### src/rtl/cloud_pkg.sv
// Shared constants, widths and motion-state encoding for the cloud sprite.
package cloud_pkg;
  localparam int CLOUD_W_D  = 128;
  localparam int CLOUD_H_D  = 71;
  localparam int SCREEN_W_D = 640;
  localparam int START_X_D  = 200;
  localparam int Y_POS_D    = 40;
  localparam int SPEED_D    = 2;

  localparam int ADDR_W = 14;   // 128*71 = 9088 ROM entries
  localparam int IDX_W  = 4;    // palette index width
  localparam int POS_W  = 11;   // signed screen coordinate width

  typedef enum logic [0:0] {
    RUN  = 1'b0,
    HOLD = 1'b1
  } state_e;
endpackage

### src/rtl/sprite_pos_fsm.sv
// Horizontal motion of the cloud: frame-edge detect, RUN/HOLD FSM, wrap-around.
module sprite_pos_fsm
  import cloud_pkg::*;
#(
  parameter int CLOUD_W  = CLOUD_W_D,
  parameter int SCREEN_W = SCREEN_W_D,
  parameter int START_X  = START_X_D,
  parameter int SPEED    = SPEED_D
) (
  input  logic                    Clk,
  input  logic                    Reset,
  input  logic                    frame_clk,
  input  logic                    pause,
  output logic signed [POS_W-1:0] cloud_x,
  output state_e                  state
);
  localparam logic signed [POS_W-1:0] X0    = POS_W'(START_X);
  localparam logic signed [POS_W-1:0] STEP  = POS_W'(SPEED);
  localparam logic signed [POS_W-1:0] RE_X  = POS_W'(SCREEN_W);
  localparam logic signed [POS_W-1:0] NEG_W = POS_W'(-CLOUD_W);

  logic                    frame_q;
  logic                    frame_edge;
  logic signed [POS_W-1:0] next_x;

  assign frame_edge = frame_clk & ~frame_q;
  assign next_x     = cloud_x - STEP;

  // Once per frame: move left in RUN (re-entering from the right once the
  // sprite is fully off the left side); HOLD keeps the position untouched,
  // including on the edge that releases it back to RUN.
  always_ff @(posedge Clk) begin
    if (Reset) begin
      frame_q <= 1'b0;
      state   <= RUN;
      cloud_x <= X0;
    end else begin
      frame_q <= frame_clk;
      if (frame_edge) begin
        case (state)
          RUN: begin
            cloud_x <= (next_x <= NEG_W) ? RE_X : next_x;
            if (pause) state <= HOLD;
          end
          HOLD: if (!pause) state <= RUN;
          default: state <= RUN;
        endcase
      end
    end
  end
endmodule

### src/rtl/cloud_sprite_engine.sv
// Cloud sprite: position FSM plus a 3-Clk hit/ROM-lookup pixel pipeline.
module cloud_sprite_engine
  import cloud_pkg::*;
#(
  parameter int CLOUD_W  = CLOUD_W_D,
  parameter int CLOUD_H  = CLOUD_H_D,
  parameter int SCREEN_W = SCREEN_W_D,
  parameter int START_X  = START_X_D,
  parameter int Y_POS    = Y_POS_D,
  parameter int SPEED    = SPEED_D
) (
  input  logic              Clk,
  input  logic              Reset,
  input  logic              frame_clk,
  input  logic              pause,
  input  logic [9:0]        DrawX,
  input  logic [9:0]        DrawY,
  output logic [ADDR_W-1:0] rom_addr,
  input  logic [IDX_W-1:0]  rom_data,
  output logic              cloud_on,
  output logic [IDX_W-1:0]  cloud_idx
);
  localparam int LOG2W = $clog2(CLOUD_W);
  localparam logic signed [POS_W-1:0] W_S = POS_W'(CLOUD_W);
  localparam logic signed [POS_W-1:0] H_S = POS_W'(CLOUD_H);
  localparam logic signed [POS_W-1:0] Y_S = POS_W'(Y_POS);

  logic signed [POS_W-1:0] cloud_x;
  state_e                  pos_state;
  logic signed [POS_W-1:0] dx, dy;
  logic                    hit_c;
  logic [ADDR_W-1:0]       addr_c;
  logic [1:0]              hit_pipe;   // [0] with rom_addr, [1] with rom_data

  sprite_pos_fsm #(
    .CLOUD_W (CLOUD_W),
    .SCREEN_W(SCREEN_W),
    .START_X (START_X),
    .SPEED   (SPEED)
  ) u_pos (
    .Clk      (Clk),
    .Reset    (Reset),
    .frame_clk(frame_clk),
    .pause    (pause),
    .cloud_x  (cloud_x),
    .state    (pos_state)
  );

  // Box test in signed 11-bit: negative offsets (left of / above the sprite)
  // and large wrapped offsets both land outside [0, W-1], so off-screen
  // parts of the sprite never alias onto visible columns.
  always_comb begin
    dx     = $signed({1'b0, DrawX}) - cloud_x;
    dy     = $signed({1'b0, DrawY}) - Y_S;
    hit_c  = !dx[POS_W-1] && (dx < W_S) && !dy[POS_W-1] && (dy < H_S);
    addr_c = '0;
    if (hit_c)
      addr_c = (ADDR_W'(dy) << LOG2W) | ADDR_W'(dx[LOG2W-1:0]);
  end

  // Stage 1 registers address/hit, hit is delayed to meet rom_data, stage 2
  // registers the palette index and opacity.
  always_ff @(posedge Clk) begin
    if (Reset) begin
      rom_addr  <= '0;
      hit_pipe  <= '0;
      cloud_on  <= 1'b0;
      cloud_idx <= '0;
    end else begin
      rom_addr  <= addr_c;
      hit_pipe  <= {hit_pipe[0], hit_c};
      cloud_idx <= rom_data;
      cloud_on  <= hit_pipe[1] & (rom_data != '0);
    end
  end
endmodule

### config.mk
export PLATFORM = sky130hd
export DESIGN_NAME = cloud_sprite_engine
export DESIGN_NICKNAME = d
export VERILOG_FILES = /design/src/rtl/cloud_pkg.sv /design/src/rtl/sprite_pos_fsm.sv /design/src/rtl/cloud_sprite_engine.sv
export SDC_FILE = /design/constraint.sdc
export NUM_CORES = 1
export LEC_CHECK = 0
export ABC_CLOCK_PERIOD_IN_PS = 3000
export BUFFER_PORTS_ARGS = -buffer_cell sky130_fd_sc_hd__buf_2
export CORE_ASPECT_RATIO = 1.1
export CORE_MARGIN = 5
export CORE_UTILIZATION = 30
export CTS_BUF_LIST = sky130_fd_sc_hd__clkbuf_4 sky130_fd_sc_hd__clkbuf_8
export DETAILED_ROUTE_END_ITERATION = 10
export GPL_TIMING_DRIVEN = 0
export PLACE_DENSITY = 0.49
export SLEW_MARGIN = 30
export SYNTH_ARGS = -nofsm -noshare
export SYNTH_HDL_FRONTEND = slang
export SYNTH_SLANG_ARGS = --single-unit
### constraint.sdc
create_clock -name Clk -period 3 [get_ports Clk]
set_input_delay 0.15 -clock Clk [delete_from_list [all_inputs] [get_ports Clk]]
set_output_delay 0.15 -clock Clk [all_outputs]
set_load 0.02 [all_outputs]
# Word level (Yosys, flattened, before mapping)
# Cells that the tools add are included.
[totals] register_bits=34 latch_bits=0 ram_bits=0 rom_bits=0 output_inout_bits=19 n_memories=0
[classes] addsub=3 multipliers=0 div=0 order_cmp=3 eq_ne=0 shifts=0 n_mux=2 bitwise_logic=6 reduce_logical=8
[ops] operator="$or A14 B7 Y14" n=1
[ops] operator="$le A11 B8 Y1 const B" n=1
[ops] operator="$lt A11 B8 Y1 const B" n=1
[ops] operator="$lt A11 B9 Y1 const B" n=1
[ops] operator="$mux W11" n=1
[ops] operator="$sub A10 B6 Y11 const B" n=1
[ops] operator="$sub A11 B11 Y11" n=1
[ops] operator="$sub A11 B3 Y11 const B" n=1
[ops] operator="$reduce_bool A4 Y1" n=1
[ops] operator="$logic_and A1 B1 Y1" n=3
[ops] operator="$not A1 Y1" n=3
[ops] operator="$and A1 B1 Y1" n=2
[ops] operator="$logic_not A1 Y1" n=2
[ops] operator="$reduce_and A2 Y1" n=1
[ops] operator="$reduce_or A2 Y1" n=1
[ops] operator="$mux W1" n=1

# Longest topological paths before layout
# Gate-level depths: netlist of the first run.
[logic_depth] ltp_word=7 depth_mapped=10

# By module
# Synthesis of the first run repeated with hierarchy kept, for this count alone.
[unflattened] cells_unflattened=246 area_unflattened_um2=2232.1
[modules_own_cells] module="cloud_sprite_engine" n_inst=1 cells_per_inst=159 area_per_inst_um2=1455.1 seq_area_each_um2=420.4
[modules_own_cells] module="sprite_pos_fsm" n_inst=1 cells_per_inst=87 area_per_inst_um2=777.0 seq_area_each_um2=240.2

# Worst setup path after synthesis of the first run
# Ideal clock, no wire load.
[synth_path] path_type="register -> register" from="register u_pos.cloud_x[1]" to="register u_pos.cloud_x[5]" setup_ns=0.074 arrival_ns=2.738 required_ns=2.926 slack_ns=0.188 stages_incl_launch_ff=10 n_path_buf=1 path_cell_list="dfxtp_1 -> inv_1 -> ha_1 -> or3b_1 -> buf_2 -> or4_4 -> a222oi_1 -> nor2_2 -> or4_1 -> a31oi_1"
[synth_between] elab_chain_len=3
[synth_rtl] element="start: declaration" line="sprite_pos_fsm.sv:14" text="output logic signed [POS_W-1:0] cloud_x,"
[synth_rtl] element="start signal: assignment" line="sprite_pos_fsm.sv:42" text="cloud_x <= (next_x <= NEG_W) ? RE_X : next_x;"
[synth_rtl] element="$sub A11 B3 Y11 *" line="sprite_pos_fsm.sv:27" text="assign next_x = cloud_x - STEP;"
[synth_rtl] element="$le A11 B8 Y1" line="sprite_pos_fsm.sv:42"
[synth_rtl] element="$mux W11 *" line="sprite_pos_fsm.sv:42"
# Every way passes the cells marked *; elsewhere a longest branch is shown, timed or not.
# A chain may end at the register's enable or synchronous reset.

# Final worst setup path of the first run
# Ends and elaborated chain as after synthesis.

==> results of run 1 <==
## cells in the mapped netlist (all sizes together), types with 3 or more instances
cell    number  area, um2
a31oi        4       25.0
o21ai       10       50.1
and3b        3       26.3
o21a         3       22.5
or3          3       18.8
o211ai       4       30.0
nand3        7       35.0
nor2b       10       62.6
nor3         8       45.0
xnor2        5       43.8
a22oi        3       22.5
or2          3       18.8
xor2         5       43.8
nor2        14       55.1
and3        10       62.6
inv         12       45.0
a21o         4       31.3
dfxtp       33        661
or4          4       35.0
ha          12        150
nand2b       8       50.1
nand2        8       30.0
nor4         6       43.8
a21oi       11       55.1
clkbuf       7       36.3
buf          3       20.0
## sequential cells by signal (all words and copies together), names as in the netlist
signal and flops:
hit_pipe 2, cloud_on 1, u_pos.frame_q 1, u_pos.cloud_x 10
cloud_idx 4, u_pos.state 1, rom_addr 14
## worst max-delay path, stage by stage, from the launching register on
cell and delay (ns):
dfxtp_4 0.37, inv_2 0.09, ha_4 0.16, or3b_1 0.35
clkbuf_4 0.18, or4_4 0.49, a222oi_1 0.32, buf_4 0.18
nor2_2 0.07, or4_1 0.42, a31oi_1 0.13
## metrics by stage
stage / instances / setup TNS [ns] / worst slack, ns / hold slack, ns
after floorplan: 229 / 0 / 0.188 / 0.278
after global placement: 357 / -4.94 / -0.417 / 0.368
after detailed placement: 357 / -1.84 / -0.210 / 0.385
after CTS: 367 / 0 / 0.0101 / 0.0866
after global routing: 367 / -0.0104 / -0.0104 / 0.0926
final: 367 / 0 / 0.167 / 0.0906
## worst min-delay path by stage
stage | end | slack (ns) | cells past startpoint
3_5_place_dp | u_pos.frame_q$_SDFF_PP0_ | 0.38 | 2
5_1_grt | cloud_idx[1]$_SDFF_PP0_ | 0.09 | 2
4_1_cts | u_pos.frame_q$_SDFF_PP0_ | 0.09 | 2
2_1_floorplan | cloud_idx[0]$_SDFF_PP0_ | 0.28 | 1
3_3_place_gp | u_pos.frame_q$_SDFF_PP0_ | 0.37 | 2
6_report | u_pos.frame_q$_SDFF_PP0_ | 0.09 | 2
## what timing repair did
item / CTS / global route
hold endpoints to repair: 0 / 0
resized for setup: 2 / 9
hold buffers: 0 / 0
setup buffers: 2 / 0
setup endpoints to repair: 13 / 13
pin swaps: 1 / 2
## kinds of logic after synthesis
| group | after synthesis | synth area share |
|---|---|---|
| flip-flops | 33 | 0.335 |
| adder cells (fa/ha/maj) | 13 | 0.0863 |
| XOR/XNOR | 10 | 0.0444 |
| other | 1 | 0.00190 |
| multiplexers | 2 | 0.0102 |
| buffers and inverters | 22 | 0.0514 |
| AND/OR/NAND/NOR | 93 | 0.283 |
| AO/OA/AOI/OAI | 55 | 0.188 |
## routing by layer
metal  track usage  wire (um)  up-vias
met5             0          0        -
met4        0.0448         61        0
met3        0.0311        277        8
met2         0.193       2190       45
met1         0.150       2170      800
li1              -          -      941
## power by group through the flow
| stage | Combinational (uW) | Sequential [uW] | Clock [uW] |
|---|---|---|---|
| after floorplan | 155 | 473 | 0 |
| after global placement | 221 | 471 | 0 |
| after detailed placement | 222 | 471 | 0 |
| after CTS | 226 | 461 | 453 |
| after global routing | 263 | 464 | 476 |
| final | 230 | 462 | 439 |
## layout make-up
type | count | area share
multi-input combinational | 174 | 0.501
clock inverter | 1 | 0.0121
timing repair buffer | 48 | 0.0989
buffer | 10 | 0.0242
clock buffer | 7 | 0.0363
sequential | 33 | 0.268
inverter | 12 | 0.0182
tap | 82 | 0.0414
==> results.tsv, run 1 <==
metric	value	unit
hold crit path type	input port to flop	
Remaining DRCs	0	
Die Height	95.0	um
clock slew at reported path FFs	0.07	ns
Synth Instances	229	
fmax	353	MHz
reg-to-reg endpoint	u_pos.cloud_x[5]$_SDFFE_PP0P_	
Mapped Area	1970	um2
commonest non-fill, non-tap cells in the layout	46 x buf_2, 32 x dfxtp_1, 13 x nor2_1	
H-tree Lvls	2	
CTS tree	done	
Vias	1794	
n_diodes	0	
fin crit share	0.944	
Post-Syn Nets	270	
fraction of registers with async set/reset	0	
Worst VDD drop	247	uV
measured slew at the worst slew-check pin	0.750	ns
fill count	710	
GRT overflow	0	
# nets final	325	
pwr/cell area	456	nW/um2
outcome	completed	
Die ar.	8300	um2
CP startpoint	u_pos.cloud_x[1]$_SDFFE_PP0P_	
CP endpoint	u_pos.cloud_x[5]$_SDFFE_PP0P_	
area of the multi-input gates	1240	um2
antenna violation net count after detailed routing	0	
Final setup viols	0	
Sink Count	33	
Synth Warn #	0	
global-route usage over all layers	0.119	
Net Sw Frac	0.264	
Via-to-Cell Ratio	4.89	
Worst Skew	0.00756	ns
Leak	0.00110	uW
routability cong.	0.788	
Design Area, Final	2480	um2
hold violation count in the final report	0	
Yosys reg bits	33	
post-synthesis sequential area ratio	0.335	
routed wire length per instance	12.8	um
Clock power frac	0.388	
crit end category	flop	
CTS Buffer Depth	2	
Post-DP Area	2310	um2
Post-synth top flop	dfxtp_1	
DP Wirelength	3700	um
TritonCTS buffer count	5	
RR Startpoint	u_pos.cloud_x[1]$_SDFFE_PP0P_	
drt pass-1 iters	4	
total power draw	1130	uW
Rows	31	
Clock Latency Late Sink	0.28	ns
Initial Util	0.304	
Synth-to-Final Area Change	25.7	%
Startpoint Class	flop	
final wirelength	4700	um
crit path DAT	3.04	ns
Reg power frac	0.408	
switching power	299	uW
initial antenna violation count	0	
Max-Cap Viols	0	
reg-to-reg slack, setup	0.17	ns
Util after Layout	0.383	
Port Buffer Count	46	
worst-path fanout max	8	
worst rel slew slack	0.496	
Slew Limit Fails	0	
core area	6480	um2
Ports	47	
largest net degree at the start of global routing	11	
vias in the first global route	1735	
RSZ-0062 raised after global routing	yes	
beginning of the worst hold path	frame_clk	
CP Class	flop to flop	
Root Buffer	clkbuf_8	
share of cells above drive strength 1	0.263	
Synth Area per Inst	8.61	um2
sequential standard cell area	664	um2
Synth cell types	58	
DIE WIDTH	87.3	um
proportion of power drawn by combinational gates	0.203	
DR iter-0 viols	75	
Int Pwr	831	uW
WP data required	3.21	ns
first-pass GRT wire length	7850	um
reg2reg path depth	10	
Period minus WS final	2.83	ns
number of synthesized flops with an enable pin	0	
most common cell after layout, fill and taps aside	buf_2	
(Power assumes the default switching activity.)
==> inputs of run 2 (changes only) <==
PLACE_DENSITY = unset   (was 0.49)
==> run 2 against run 1 <==
- register-to-register slack got worse by 0.03 ns
- first-iteration DRC count rose by 36%
- sequential share of layout area rose by 0.24 points
- core utilization fell by 0.48 points
- die area did not move
- global-route usage rose by 0.12 points
- critical path depth did not move
- design area fell by 1.3%
- clock-buffer cell count fell by 2
- largest cell class unchanged
==> results.tsv, run 2 (synthesized netlist as in run 1, its figures left out) <==
metric	value	unit	change
vias in the first global route	1736		+0.058%
Die ar.	8300	um2	unchanged
first-pass GRT wire length	7980	um	+1.7%
reg-to-reg slack, setup	0.14	ns	-0.03 ns
CTS tree	done		
Leak	0.00108	uW	-1.3%
Clock Latency Late Sink	0.29	ns	about the same
fmax	349	MHz	-1.1%
crit end category	flop		
Port Buffer Count	46		unchanged
Sink Count	33		unchanged
RR Startpoint	u_pos.cloud_x[1]$_SDFFE_PP0P_		
n_diodes	0		unchanged
commonest non-fill, non-tap cells in the layout	47 x buf_2, 32 x dfxtp_1, 13 x nor2_1		
share of cells above drive strength 1	0.266		+0.00258
fin crit share	0.955		+0.0104
Post-Layout Cell Count	368		+0.27%
Ports	47		unchanged
Top reg by flops	rom_addr		
DIE WIDTH	87.3	um	unchanged
routability cong.	0.848		+7.5%
Via-to-Cell Ratio	5.01		+2.4%
Worst VDD drop	204	uV	-18%
core area	6480	um2	unchanged
clock slew at reported path FFs	0.07	ns	about the same
global-route usage over all layers	0.120		+0.00118
final wirelength	4770	um	+1.5%
Worst Skew	0.00363	ns	-0.00393 ns
initial antenna violation count	0		unchanged
Fin Setup TNS	0	ns	unchanged
DP Wirelength	3630	um	-1.9%
Remaining DRCs	0		unchanged
hold crit path type	input port to flop		
Die Height	95.0	um	unchanged
Max-Cap Viols	0		unchanged
total power draw	1020	uW	-9.7%
Root Buffer	clkbuf_8		
largest net degree at the start of global routing	12		+1
Startpoint Class	flop		
measured slew at the worst slew-check pin	0.710	ns	-0.0393 ns
Util after Layout	0.378		-0.00483
beginning of the worst hold path	frame_clk		
hold slack	0.0848	ns	-0.00579 ns
CP Class	flop to flop		
pwr/cell area	417	nW/um2	-8.5%
# nets final	326		+0.31%
most common cell after layout, fill and taps aside	buf_2		
CTS Buffer Depth	2		unchanged
cts-stage hold buffer count	0		unchanged
drt pass-1 iters	5		+1
Period minus WS final	2.86	ns	+0.0312 ns
antenna violation net count after detailed routing	0		unchanged
worst-path fanout max	8		unchanged
DR iter-0 viols	102		+36%
H-tree Lvls	2		unchanged
Slew Limit Fails	0		unchanged
placed cell count	357		unchanged
WP data required	3.21	ns	about the same
routed wire length per instance	13.0	um	+1.2%
Vias	1842		+2.7%
Initial Util	0.304		unchanged
GRT overflow	0		unchanged
Final setup viols	0		unchanged
Synth-to-Final Area Change	24.1	%	
TritonCTS buffer count	5		unchanged
outcome	completed		
max reg flops	14		unchanged
crit path DAT	3.08	ns	+0.04 ns
hold violation count in the final report	0		unchanged
Rows	31		unchanged
CP startpoint	u_pos.cloud_x[1]$_SDFFE_PP0P_		
Largest regs	rom_addr x14, u_pos.cloud_x x10, cloud_idx x4		
worst rel slew slack	0.522		+0.0264
run 2: cell type report:
class	instances	area [um2]
well taps	82	103
fillers	688	4030
plain buffers	10	57.6
clock buffers	5	68.8
clock inverters	3	17.5
inverters	12	45.0
multi-input cells	174	1240
repair buffers	49	253
flip-flops and latches	33	662
run 2: metal layers:
layer / share of wire / global-route usage / vias to the layer above
li1: - / - / 947
met1: 0.45 / 0.151 / 844
met2: 0.47 / 0.193 / 40
met3: 0.062 / 0.0346 / 11
met4: 0.021 / 0.0473 / 0
met5: 0 / 0 / -
run 2: repair_timing:
action | 4_1_cts | 5_1_grt
endpoints found under the hold margin | 0 | 0
setup buffers | 2 | 1
endpoints found under the setup margin | 13 | 14
pin swaps | 1 | 1
gates resized for setup | 2 | 7
run 2: power by group:
part	leakage [uW]	switching [uW]	internal [uW]	total, uW
Sequential	0.000269	12.1	450	462
Combinational	0.000768	128	101	229
Clock	0.0000439	170	160	330
Total	0.00108	309	712	1020
run 2: critical path: stages (launching register included):
cell and delay [ns]:
dfxtp_2 0.36, inv_2 0.10, ha_4 0.16, or3b_1 0.34, buf_2 0.17, or4_4 0.49
a222oi_1 0.32, buf_4 0.19, nor2_2 0.07, or4_1 0.42, a31oi_1 0.16
run 2: metrics by stage:
step | cell area (um2) | setup slack (ns)
floorplan | 1970 | 0.188
global placement | 2300 | -0.314
detailed placement | 2310 | -0.193
CTS | 2410 | 0.00503
global route | 2450 | -0.00563
finish | 2450 | 0.136
run 2: final timing paths:
kind / cells past startpoint / end
setup / recovery: 10 / u_pos.cloud_x[5]$_SDFFE_PP0P_
setup reg to reg: 10 / u_pos.cloud_x[5]$_SDFFE_PP0P_
hold / removal: 2 / u_pos.frame_q$_SDFF_PP0_
hold reg to reg: 1 / hit_pipe[1]$_SDFF_PP0_
